**src/rtl/vram_writer.sv**
```systemverilog
`default_nettype none
// +-----------------------------------------------------------------------------+
// | vram_writer: host write FIFO plus block-fill engine driving an async SRAM    |
// | through an IDLE/SETUP/WRITE/HOLD strobe sequence.            Revision: 1.0   |
// +-----------------------------------------------------------------------------+
module vram_writer #(
  parameter int FIFO_DEPTH = 4,
  parameter int WE_CYCLES  = 1
) (
  input  logic        clk,
  input  logic        reset,
  input  logic        wr_valid,
  output logic        wr_ready,
  input  logic [17:0] wr_addr,
  input  logic [15:0] wr_data,
  input  logic [1:0]  wr_mask,
  input  logic        fill_start,
  input  logic [17:0] fill_addr,
  input  logic [11:0] fill_len,
  input  logic [15:0] fill_data,
  output logic        fill_busy,
  output logic        fill_done,
  output logic        bus_req,
  input  logic        bus_grant,
  output logic [17:0] ram_addr,
  output logic [15:0] ram_dout,
  output logic        ram_drive,
  output logic        ram_ce,
  output logic        ram_oe,
  output logic        ram_we,
  output logic        ram_lb,
  output logic        ram_hb
);

  localparam int             c_AW      = (FIFO_DEPTH > 1) ? $clog2(FIFO_DEPTH) : 1;
  localparam logic [c_AW:0]  c_FULL    = (c_AW+1)'(FIFO_DEPTH);
  localparam logic [2:0]     c_WE_LAST = 3'(WE_CYCLES - 1);

  typedef enum logic [1:0] {
    IDLE  = 2'd0,
    SETUP = 2'd1,
    WRITE = 2'd2,
    HOLD  = 2'd3
  } state_t;

  // FIFO entry layout: {mask[1:0], addr[17:0], data[15:0]}
  logic [35:0]     r_mem [FIFO_DEPTH];
  logic [c_AW-1:0] r_wr_ptr;
  logic [c_AW-1:0] r_rd_ptr;
  logic [c_AW:0]   r_count;

  state_t          r_state;
  logic [2:0]      r_we_cnt;
  logic            r_src_fill;
  logic [17:0]     r_fill_addr;
  logic [11:0]     r_fill_rem;
  logic [15:0]     r_fill_data;

  logic            w_push;
  logic            w_pop;
  logic            w_hold_done;
  logic            w_fill_last;
  logic            w_fill_accept;
  logic            w_fill_busy_next;
  logic [c_AW:0]   w_count_next;
  logic            w_pending;
  logic            w_pending_next;
  logic [35:0]     w_head;

  assign wr_ready         = (r_count != c_FULL) && !fill_busy;
  assign w_push           = wr_valid && wr_ready;
  assign w_hold_done      = (r_state == HOLD);
  assign w_pop            = w_hold_done && !r_src_fill;
  assign w_fill_last      = w_hold_done && r_src_fill && (r_fill_rem == 12'd1);
  // A simultaneous push makes the FIFO non-empty, so it takes precedence over a fill.
  assign w_fill_accept    = fill_start && !fill_busy && (r_count == '0) &&
                            (r_state == IDLE) && (fill_len != 12'd0) && !w_push;
  assign w_fill_busy_next = w_fill_accept || (fill_busy && !w_fill_last);
  assign w_count_next     = r_count + (c_AW+1)'(w_push) - (c_AW+1)'(w_pop);
  assign w_pending        = (r_count != '0) || fill_busy;
  assign w_pending_next   = (w_count_next != '0) || w_fill_busy_next;
  assign w_head           = r_mem[r_rd_ptr];
  assign ram_oe           = 1'b0;

  always_ff @(posedge clk) begin
    if (w_push) begin
      r_mem[r_wr_ptr] <= {wr_mask, wr_addr, wr_data};
    end
  end

  always_ff @(posedge clk or posedge reset) begin
    if (reset) begin
      r_wr_ptr <= '0;
      r_rd_ptr <= '0;
      r_count  <= '0;
    end else begin
      if (w_push) r_wr_ptr <= r_wr_ptr + 1'b1;
      if (w_pop)  r_rd_ptr <= r_rd_ptr + 1'b1;
      r_count <= w_count_next;
    end
  end

  always_ff @(posedge clk or posedge reset) begin
    if (reset) begin
      fill_busy   <= 1'b0;
      fill_done   <= 1'b0;
      r_fill_addr <= '0;
      r_fill_rem  <= '0;
      r_fill_data <= '0;
    end else begin
      fill_done <= w_fill_last;
      if (w_fill_accept) begin
        fill_busy   <= 1'b1;
        r_fill_addr <= fill_addr;
        r_fill_rem  <= fill_len;
        r_fill_data <= fill_data;
      end else if (w_hold_done && r_src_fill) begin
        r_fill_addr <= r_fill_addr + 18'd1;
        r_fill_rem  <= r_fill_rem - 12'd1;
        if (w_fill_last) fill_busy <= 1'b0;
      end
    end
  end

  // bus_req is computed from next-cycle state so it rises with the push or fill accept.
  always_ff @(posedge clk or posedge reset) begin
    if (reset) begin
      r_state    <= IDLE;
      r_we_cnt   <= '0;
      r_src_fill <= 1'b0;
      bus_req    <= 1'b0;
      ram_ce     <= 1'b0;
      ram_we     <= 1'b0;
      ram_drive  <= 1'b0;
      ram_lb     <= 1'b0;
      ram_hb     <= 1'b0;
      ram_addr   <= '0;
      ram_dout   <= '0;
    end else begin
      case (r_state)
        IDLE: begin
          ram_ce    <= 1'b0;
          ram_we    <= 1'b0;
          ram_drive <= 1'b0;
          if (w_pending && bus_grant) begin
            r_state    <= SETUP;
            r_src_fill <= fill_busy;
            bus_req    <= 1'b1;
            ram_ce     <= 1'b1;
            ram_drive  <= 1'b1;
            if (fill_busy) begin
              ram_addr <= r_fill_addr;
              ram_dout <= r_fill_data;
              ram_lb   <= 1'b1;
              ram_hb   <= 1'b1;
            end else begin
              ram_addr <= w_head[33:16];
              ram_dout <= w_head[15:0];
              ram_lb   <= w_head[34];
              ram_hb   <= w_head[35];
            end
          end else begin
            bus_req <= w_pending_next;
          end
        end
        SETUP: begin
          r_state  <= WRITE;
          r_we_cnt <= '0;
          ram_we   <= 1'b1;
          bus_req  <= 1'b1;
        end
        WRITE: begin
          bus_req <= 1'b1;
          if (r_we_cnt == c_WE_LAST) begin
            r_state <= HOLD;
            ram_we  <= 1'b0;
          end else begin
            r_we_cnt <= r_we_cnt + 3'd1;
          end
        end
        HOLD: begin
          r_state   <= IDLE;
          ram_ce    <= 1'b0;
          ram_drive <= 1'b0;
          bus_req   <= w_pending_next;
        end
        default: r_state <= IDLE;
      endcase
    end
  end

endmodule
`default_nettype wire

```
**config.mk**
```make
export PLATFORM = sky130hd
export DESIGN_NAME = vram_writer
export DESIGN_NICKNAME = d
export VERILOG_FILES = /design/src/rtl/vram_writer.sv
export SDC_FILE = /design/constraint.sdc
export NUM_CORES = 1
export LEC_CHECK = 0
export BUFFER_PORTS_ARGS = -buffer_cell sky130_fd_sc_hd__buf_2
export CORE_MARGIN = 4
export CORE_UTILIZATION = 41
export DETAILED_ROUTE_END_ITERATION = 10
export PLACE_DENSITY = 0.6
export REMOVE_ABC_BUFFERS = 1
export SLEW_MARGIN = 40
export SYNTH_ARGS = -nofsm -noshare
export SYNTH_HDL_FRONTEND = slang
export SYNTH_SLANG_ARGS = --single-unit
export TNS_END_PERCENT = 20
```
**constraint.sdc**
```tcl
create_clock -name clk -period 2.6 [get_ports clk]
set_input_delay 0.13 -clock clk [delete_from_list [all_inputs] [get_ports clk]]
set_output_delay 0.13 -clock clk [all_outputs]
set_load 0.02 [all_outputs]
```
# After elaboration in Yosys (flattened, before gate mapping)
# Memory sizes are Yosys's and may differ from the RTL's.
# Cells that the tools add are included.
# totals
regBits,100
ramBits,144
input_bits,87
output_inout_bits,44
word_cells,94
mem_count,1
# memory_table
name,depth,width,rd,rd_clocked_by_memory_dff,write_ports,line,source
r_mem,4,36,1,0,1,47,logic [35:0] r_mem [FIFO_DEPTH];
# classes
n_addsub,7
n_eq_ne,8
mux,24
reduce_logical,36
# op_table
op,n
18-bit two-way mux,3
12-bit two-way mux,2
"18-bit by 1-bit adder with 18-bit output, second input constant",1
16-bit two-way mux,1
"12-bit by 1-bit equality test with 1-bit output, second input constant",1
1-bit logical AND,12
12-bit nonzero test,1
"12-bit by 1-bit subtractor with 12-bit output, second input constant",1
1-bit two-way mux,10
2-bit AND reduction,5
3-bit nonzero test,3
2-bit case mux with 4 select lines,1
2-bit nonzero test,4
3-bit zero test,2
1-bit case mux with 3 select lines,2
3-bit case mux with 2 select lines,1
"2-bit by 1-bit adder with 2-bit output, second input constant",2
"2-bit equality test, second input constant",2
1-bit zero test,4
2-bit two-way mux,2
"2-bit != test, second input constant",2
3-bit by 1-bit adder with 3-bit output,1
"3-bit by 1-bit adder with 3-bit output, second input constant",1
1-bit logical OR,3
other kinds (8),8

# Longest topological paths before layout
# Gate-level depths: netlist (run 1).
# depth
depth_word,10
ltp_mapped,11
ltp_nobuf,11

# Least setup slack after synthesis (run 1)
# OpenSTA, ideal clock, no wires.
# synth_path
kind,register -> register
startpoint,reg fill_busy
endpoint,reg bus_req
setup_time_ps,144
arrival_time_ps,2675
required_ps,2456
slack_ps,-219
stages_incl_launch_ff,10
path_buffers,0
synth_period_minus_slack_ps,2819
path_cell_list,dfrtp_1 a21oi_1 and2_1 inv_1 ha_1 inv_1 ha_1 fa_1 a2111oi_0 a41oi_1
# synth_via
elab_cells_between_ends,19
classes_between,add/sub (2); mux (2); reduce/logical (15)
# synth_rtl
element,line,source
start: declaration,21,"output logic fill_busy,"
start signal: assignment,105,fill_busy <= 1'b0;
start signal: assignment,113,fill_busy <= 1'b1;
start signal: assignment,120,if (w_fill_last) fill_busy <= 1'b0;
1-bit zero test (*),70,assign wr_ready = (r_count != c_FULL) && !fill_busy;
1-bit logical AND (*),70,
via wr_ready,13,"output logic wr_ready,"
1-bit logical AND (*),71,assign w_push = wr_valid && wr_ready;
3-bit by 1-bit adder with 3-bit output (*),79,assign w_count_next = r_count + (c_AW+1)'(w_push) - (c_AW+1)'(w_pop);
3-bit by 1-bit subtractor with 3-bit output (*),79,
via w_count_next[1],65,logic [c_AW:0] w_count_next;
3-bit nonzero test (*),81,assign w_pending_next = (w_count_next != '0) || w_fill_busy_next;
1-bit logical OR (*),81,
1-bit two-way mux,145,if (w_pending && bus_grant) begin
1-bit case mux with 3 select lines (*),140,case (r_state)
end signal: assignment,163,bus_req <= w_pending_next;
end signal: assignment,185,bus_req <= w_pending_next;
end: declaration,23,"output logic bus_req,"
# The timed path passes the listed nets; every way through them passes the cells marked *.
# A chain may end at the register's enable or synchronous reset.

# Final worst setup path (run 1)
# layout_path
startpoint,reg r_state[1]
endpoint,reg bus_req
# layout_via
elab_cells_between_ends,19
classes_between,add/sub (1); eq/ne (3); mux (2); reduce/logical (13)
# layout_rtl
element,line,source
start: declaration,52,state_t r_state;
start signal: assignment,128,r_state <= IDLE;
start signal: assignment,146,r_state <= SETUP;
start signal: assignment,167,r_state <= WRITE;
2-bit equality test (*),72,assign w_hold_done = (r_state == HOLD);
1-bit logical AND (*),73,assign w_pop = w_hold_done && !r_src_fill;
via w_pop,60,logic w_pop;
3-bit by 1-bit subtractor with 3-bit output (*),79,
via w_count_next[1],65,
3-bit nonzero test (*),81,
1-bit logical OR (*),81,
1-bit two-way mux,145,
1-bit case mux with 3 select lines (*),140,
# Marked as above.

==> impl_metrics.env, run 1 <==
export IMPL_ant_nets=0
export IMPL_first_pass_iters=5
export IMPL_cp_data_required_time_ns=2.97
export IMPL_nets=997
export IMPL_cp_max_fo=5
export IMPL_clkSinkCount=244
export IMPL_ff2ff_path_depth=8
export IMPL_ys_types=48
export IMPL_grt_max_degree=101
export IMPL_vias_per_cell=5.12
export IMPL_layout_common_cells="144 x edfxtp_1, 129 x buf_2, 97 x dfrtp_1, 84 x dlygate4sd3_1, 49 x nand2_1"
export IMPL_pre_cts_ws_ns=0.0167
export IMPL_vias=6340
export IMPL_synth_area_leaders="edfxtp_1 43%, dfrtp_1 25%, mux4_2 8.0%, mux2i_1 3.4%, mux2_2 2.3%"
export IMPL_first_global_vias=6869
export IMPL_seq_area_sq_um=6830
export IMPL_finalCritPeriodShare_pct=96.4
export IMPL_start_util_pct=41.6
export IMPL_layout_commonest_cell="edfxtp_1"
export IMPL_antenna_found_initial=1
export IMPL_synth_top_flop_cell="edfxtp_1"
export IMPL_drc_errors=0
export IMPL_finalHoldViolCount=0
export IMPL_max_vdd_ir_drop_v=0.000528
export IMPL_cp_arrival_ns=2.88
export IMPL_synth_top_area_share_pct=42.7
export IMPL_syn_mean_instance_area_sq_um=15.4
export IMPL_clk_insertion_delay_late_ns=0.54
export IMPL_max_freq_mhz=399
export IMPL_wl_per_cell_um=18.8
export IMPL_dieWidth_um=165
export IMPL_core_sq_um=24300
export IMPL_grt_pass1_wl_mm=36.8
export IMPL_cts_buffers=27
export IMPL_ys_ff_latch=244
export IMPL_route_top_layer_used="met4"
export IMPL_min_period_ns=2.51
export IMPL_die_h_um=165
export IMPL_dieArea_sq_um=27300
export IMPL_gp_congestion=0.830
export IMPL_ff2ff_setup_slack_ns=0.09
export IMPL_wl_mm=23.3
export IMPL_whs_endpoint="r_fill_rem[7]"
export IMPL_clkSlewWorstSetupHoldPaths_ns=0.06
export IMPL_drive_above_1_share_pct=30.1
export IMPL_netlist_instances=657
export IMPL_critPathTopFamily="adder cells"
export IMPL_p_total_w=0.0119
export IMPL_relSlewSlack_pct=47.2
export IMPL_root_buffer="clkbuf_16"
export IMPL_fin_skew_ns=0.0179
export IMPL_grt_overflow=0
export IMPL_synth_edff_count=144
export IMPL_hold_class="primary input to flop"
export IMPL_min_delay_path_depth=3
export IMPL_p_leak_nw=5.42
export IMPL_async_flop_share_pct=41.0
export IMPL_dp_hpwl_mm=15.2
export IMPL_synth_top_cell_by_area="edfxtp_1"
export IMPL_fillCellCount=1979
export IMPL_yosysSeqAreaShare_pct=67.4
export IMPL_cts_path_max_buffers=3
export IMPL_yosysWarnings=0
export IMPL_drv_cap=0
export IMPL_maxSlewViolCount=0
export IMPL_multi_input_area_sq_um=3100
export IMPL_r2r_end="bus_req"
export IMPL_setup_slack_ns=0.0931
export IMPL_path_class="flop to flop"
export IMPL_max_stage_delay_ns=0.51
export IMPL_hold_path_startpoint="wr_valid"
export IMPL_rows=57
export IMPL_end_kind="flop"
export IMPL_ioPinCount=131
export IMPL_critPathBufInv=1
export IMPL_reg2reg_from="r_state[1]"
export IMPL_worstMarginPinSlew_ns=0.792
export IMPL_cpMostUsedCell="ha_1"
export IMPL_cp_start_kind="flop"
export IMPL_htreeDepth=1
export IMPL_syn_to_final_growth_pct=30.5
export IMPL_drt_met1_wl_mm=10.0
export IMPL_route_met2_wl_mm=11.6
export IMPL_syn_area_sq_um=10100
export IMPL_setup_viol=0
export IMPL_power_density_nw_per_um2=901
export IMPL_path_cells="ha_1 -> and2b_1 -> ha_1 -> inv_1 -> ha_1 -> fa_1 -> a2111oi_4 -> a41oi_1"
export IMPL_fin_util_pct=54.3
export IMPL_status="finished clean"
export IMPL_cts_tree="done"
export IMPL_critPathSlowestCell="fa_1"
export IMPL_wl_met3_mm=1.25
export IMPL_grt_usage_pct=17.3
export IMPL_drt_iter0_drc=469
export IMPL_numPortBuffers=129
where the power goes:
part           leakage, nW  internal [W]  total [W]  switching, W
clock network        0.489       0.00269    0.00421       0.00152
logic                 2.42       0.00134    0.00275       0.00141
registers             2.51       0.00452    0.00495      0.000430
flip-flops by register name, indices dropped and copies added (netlist names), 2 cells and up:
| name | count |
|---|---|
| r_wr_ptr | 2 |
| r_mem | 144 |
| r_rd_ptr | 2 |
| r_state | 2 |
| r_fill_rem | 12 |
| ram_dout | 16 |
| r_fill_data | 16 |
| ram_addr | 18 |
| r_fill_addr | 18 |
| r_we_cnt | 3 |
| r_count | 3 |
timing repair:
item / CTS / global route
endpoints found under the hold margin: 291 / 0
endpoints found under the setup margin: 0 / 1
hold buffers: 84 / 0
buffers inserted: 0 / 3
gates resized for setup: 0 / 4
synthesized netlist by cell type, types with 2 or more instances:
| cell | instances |
|---|---|
| buf_4 | 2 |
| o31ai_1 | 2 |
| nand3_2 | 2 |
| mux2_1 | 8 |
| nor3_1 | 29 |
| nand2b_1 | 2 |
| ha_1 | 16 |
| or4_1 | 3 |
| clkbuf_1 | 12 |
| buf_1 | 4 |
| nand3_1 | 9 |
| o21ai_0 | 44 |
| mux2_2 | 21 |
| a31oi_1 | 4 |
| nor2_1 | 11 |
| nand4_1 | 6 |
| buf_2 | 14 |
| nand2_1 | 49 |
| mux2i_1 | 34 |
| mux4_2 | 36 |
| inv_1 | 22 |
| xor2_1 | 3 |
| nor4_1 | 7 |
| dfrtp_1 | 100 |
| edfxtp_1 | 144 |
| or3_1 | 6 |
| and3_1 | 5 |
| xnor2_1 | 25 |
| a21oi_1 | 18 |
final cells by class:
type                            instances  share of cell area (%)
Clock buffer                           37                    5.86
Clock inverter                         13                    1.74
Timing Repair Buffer                  239                    13.5
Multi-Input combinational cell        359                    23.5
Antenna cell                            1                  0.0189
Inverter                               22                   0.644
Sequential cell                       244                    51.7
Tap cell                              324                    3.07
worst max path at each step:
| stage | startpoint | to | cells past startpoint |
|---|---|---|---|
| floorplan | fill_busy | bus_req | 9 |
| global placement | r_state[0] | bus_req | 8 |
| detailed placement | r_count[1] | bus_req | 10 |
| CTS | r_count[1] | bus_req | 10 |
| global route | r_state[1] | bus_req | 8 |
| finish | r_state[1] | bus_req | 8 |
worst min-delay path, stage by stage:
cell and delay [ns]:
buf_2 0.14, nor3_2 0.07, a22o_1 0.22
through the flow:
stage / hold slack, ns / TNS [ns] / area, sq um / cells
detailed placement: 0.321 / 0 / 11300 / 1101
finish: 0.0899 / 0 / 13200 / 1239
global route: 0.0904 / -0.0147 / 13200 / 1239
CTS: 0.0655 / 0 / 13200 / 1235
global placement: 0.305 / 0 / 11300 / 1101
floorplan: 0.229 / -174.41 / 9980 / 625
cell families (layout without fill, tap and decap cells):
group,count (synthesis),in the layout,share of synthesized area [%]
simple gates,138,138,6.91
fa+ha+maj,17,17,2.18
other cells,1,2,0.0370
xor+xnor,28,28,2.42
buf+inv,54,311,2.25
mux,99,99,14.6
flops,244,244,67.4
compound gates,76,76,4.17
layer usage:
metal | track usage, % | up-vias
li1 | - | 2955
met3 | 3.00 | 39
met2 | 30.1 | 169
met5 | 0 | -
met1 | 22.4 | 3177
met4 | 4.54 | 0
(Power assumes the default switching activity.)
==> run 2: changes to the inputs <==
CORE_MARGIN = 2   (was 4)
==> run 2 against run 1 <==
  * Flip-flop and latch count unchanged
  * Clock skew up 0.0076 ns
  * Non-clock buffer count down 2
  * Utilization down 0.29 points
  * Setup slack better by 0.019 ns
  * Clock power down 7.8%
  * Sequential power about the same
  * Final cell count down 0.24%
  * Via count down 0.49%
  * Routed wire length down 1.2%
  * Power down 3.1%
  * Cell area down 0.83%
  * Critical path type unchanged
==> impl_metrics.env, run 2 (synthesis results as in run 1) <==
export IMPL_rows=57
export IMPL_maxSlewViolCount=0
export IMPL_power_switching_w=0.00330
export IMPL_p_seq_share_pct=43.2
export IMPL_grt_usage_pct=18.2
export IMPL_cp_max_fo=4
export IMPL_p_total_w=0.0115
export IMPL_hold_class="primary input to flop"
export IMPL_hold_path_startpoint="wr_valid"
export IMPL_cts_tree="done"
export IMPL_numPortBuffers=129
export IMPL_clkSlewWorstSetupHoldPaths_ns=0.05
export IMPL_max_freq_mhz=402
export IMPL_die_h_um=161
export IMPL_dieWidth_um=161
export IMPL_dp_hpwl_mm=15.0
export IMPL_setup_viol=0
export IMPL_path_class="flop to flop"
export IMPL_vias_per_cell=5.10
export IMPL_antenna_found_initial=1
export IMPL_finalCritPeriodShare_pct=95.7
export IMPL_finalSetupTns_ns=0
export IMPL_max_vdd_ir_drop_v=0.000477
export IMPL_p_clk_share_pct=33.7
export IMPL_end_kind="flop"
export IMPL_wl_mm=23.1
export IMPL_first_pass_iters=4
export IMPL_layout_commonest_cell="edfxtp_1"
export IMPL_worstMarginPinSlew_ns=0.786
export IMPL_placed_cells=1101
export IMPL_dieArea_sq_um=26000
export IMPL_drt_iter0_drc=384
export IMPL_relSlewSlack_pct=47.6
export IMPL_clkSinkCount=244
export IMPL_final_area_sq_um=13100
export IMPL_layout_common_cells="144 x edfxtp_1, 129 x buf_2, 97 x dfrtp_1, 84 x dlygate4sd3_1, 49 x nand2_1"
export IMPL_internal_power_w=0.00823
export IMPL_pre_cts_ws_ns=-0.00318
export IMPL_place_area_sq_um=11300
export IMPL_start_util_pct=41.7
export IMPL_cts_path_max_buffers=3
export IMPL_power_density_nw_per_um2=880
export IMPL_cp_start_kind="flop"
export IMPL_nets=994
export IMPL_cp_data_required_time_ns=2.95
export IMPL_final_instance_count_excl_fill=1236
export IMPL_ioPinCount=131
export IMPL_ant_nets=0
export IMPL_htreeDepth=1
export IMPL_clk_insertion_delay_late_ns=0.54
export IMPL_min_period_ns=2.49
export IMPL_fin_skew_ns=0.0255
export IMPL_comb_power_share_pct=23.2
export IMPL_setup_slack_ns=0.112
export IMPL_reg_top3="r_mem: 144 flops, r_fill_addr: 18 flops, ram_addr: 18 flops"
export IMPL_vias=6309
export IMPL_wl_per_cell_um=18.7
export IMPL_p_leak_nw=5.37
export IMPL_cts_buffers=26
export IMPL_core_sq_um=24200
export IMPL_reg2reg_from="r_count[1]"
export IMPL_drive_above_1_share_pct=29.8
export IMPL_status="finished clean"
export IMPL_drv_cap=0
export IMPL_first_global_vias=6778
export IMPL_rsz0062_at_grt="false"
export IMPL_switching_share_pct=28.6
export IMPL_drc_errors=0
export IMPL_grt_pass1_wl_mm=37.0
export IMPL_grt_max_degree=75
export IMPL_cp_arrival_ns=2.84
export IMPL_finalHoldViolCount=0
export IMPL_fillCellCount=2017
export IMPL_largest_register_ffs=144
export IMPL_grt_overflow=0
export IMPL_gp_congestion=0.794
export IMPL_syn_to_final_growth_pct=29.5
export IMPL_regMostFlops="r_mem"
export IMPL_startpoint="r_count[1]"
export IMPL_root_buffer="clkbuf_16"
## run 2: cell count changes in the layout (fill, tap and decap cells not counted), moves of 2 or more
cell / previous run / this run
clkbuf_1: 5 / 7
buf_4: 18 / 16
bufinv_16: 6 / 4
clkbuf_16: 28 / 26
## run 2: final timing paths
| check | to | slack (ns) | cells past startpoint |
|---|---|---|---|
| worst min register to register | ram_addr[2] | 0.48 | 2 |
| worst max register to register | bus_req | 0.11 | 10 |
| worst max-delay path | bus_req | 0.11 | 10 |
| min in group asynchronous | ram_dout[3] | 0.14 | 3 |
| worst min-delay path | r_fill_rem[7] | 0.11 | 3 |
| max in group asynchronous | fill_busy | 1.67 | 4 |
## run 2: repair_timing
action	4_1_cts	5_1_grt
hold buffers	84	0
buffers inserted	0	1
endpoints found under the hold margin	217	0
cloned	0	0
setup endpoints to repair	1	1
gates resized for setup	1	3
pin swaps	0	1
## run 2: cell type report
class	count	area, sq um	share of cell area [%]
timing repair buffer	237	1770	13.5
antenna	2	5.00	0.0382
clock inverter	10	164	1.25
tap	324	405	3.09
multi-input combinational	359	3100	23.7
sequential	244	6830	52.1
inverter	22	85.1	0.649
clock buffer	38	746	5.69
## run 2: layer usage
layer / vias to the layer above / wire, um / track usage [%]
met5: - / 0 / 0
met4: 0 / 525 / 4.22
met3: 36 / 1180 / 3.26
met2: 173 / 11400 / 31.5
met1: 3162 / 9970 / 23.9
li1: 2938 / - / -
## run 2: power groups by stage
| stage | Combinational (W) | Clock [W] | Sequential, W |
|---|---|---|---|
| after detailed placement | 0.00257 | 0 | 0.00506 |
| after floorplan | 0.00142 | 0 | 0.00526 |
| after global placement | 0.00250 | 0 | 0.00503 |
| final | 0.00267 | 0.00388 | 0.00498 |
| after CTS | 0.00269 | 0.00396 | 0.00499 |
| after global routing | 0.00295 | 0.00412 | 0.00505 |
## run 2: stage by stage
stage	util, %	hold WS (ns)
final	54.0	0.111
after detailed placement	46.7	0.149
after floorplan	-	0.229
after global placement	46.7	0.135
after CTS	53.9	0.0923
after global routing	54.0	0.128
## run 2: critical path: stages (launching register included)
cell       delay (ns)
dfrtp_1          0.41
nor2_1           0.07
a21oi_2          0.17
and2_4           0.16
inv_1            0.04
ha_1             0.26
inv_1            0.04
ha_1             0.19
fa_1             0.48
a2111oi_2        0.35
a41oi_1          0.17
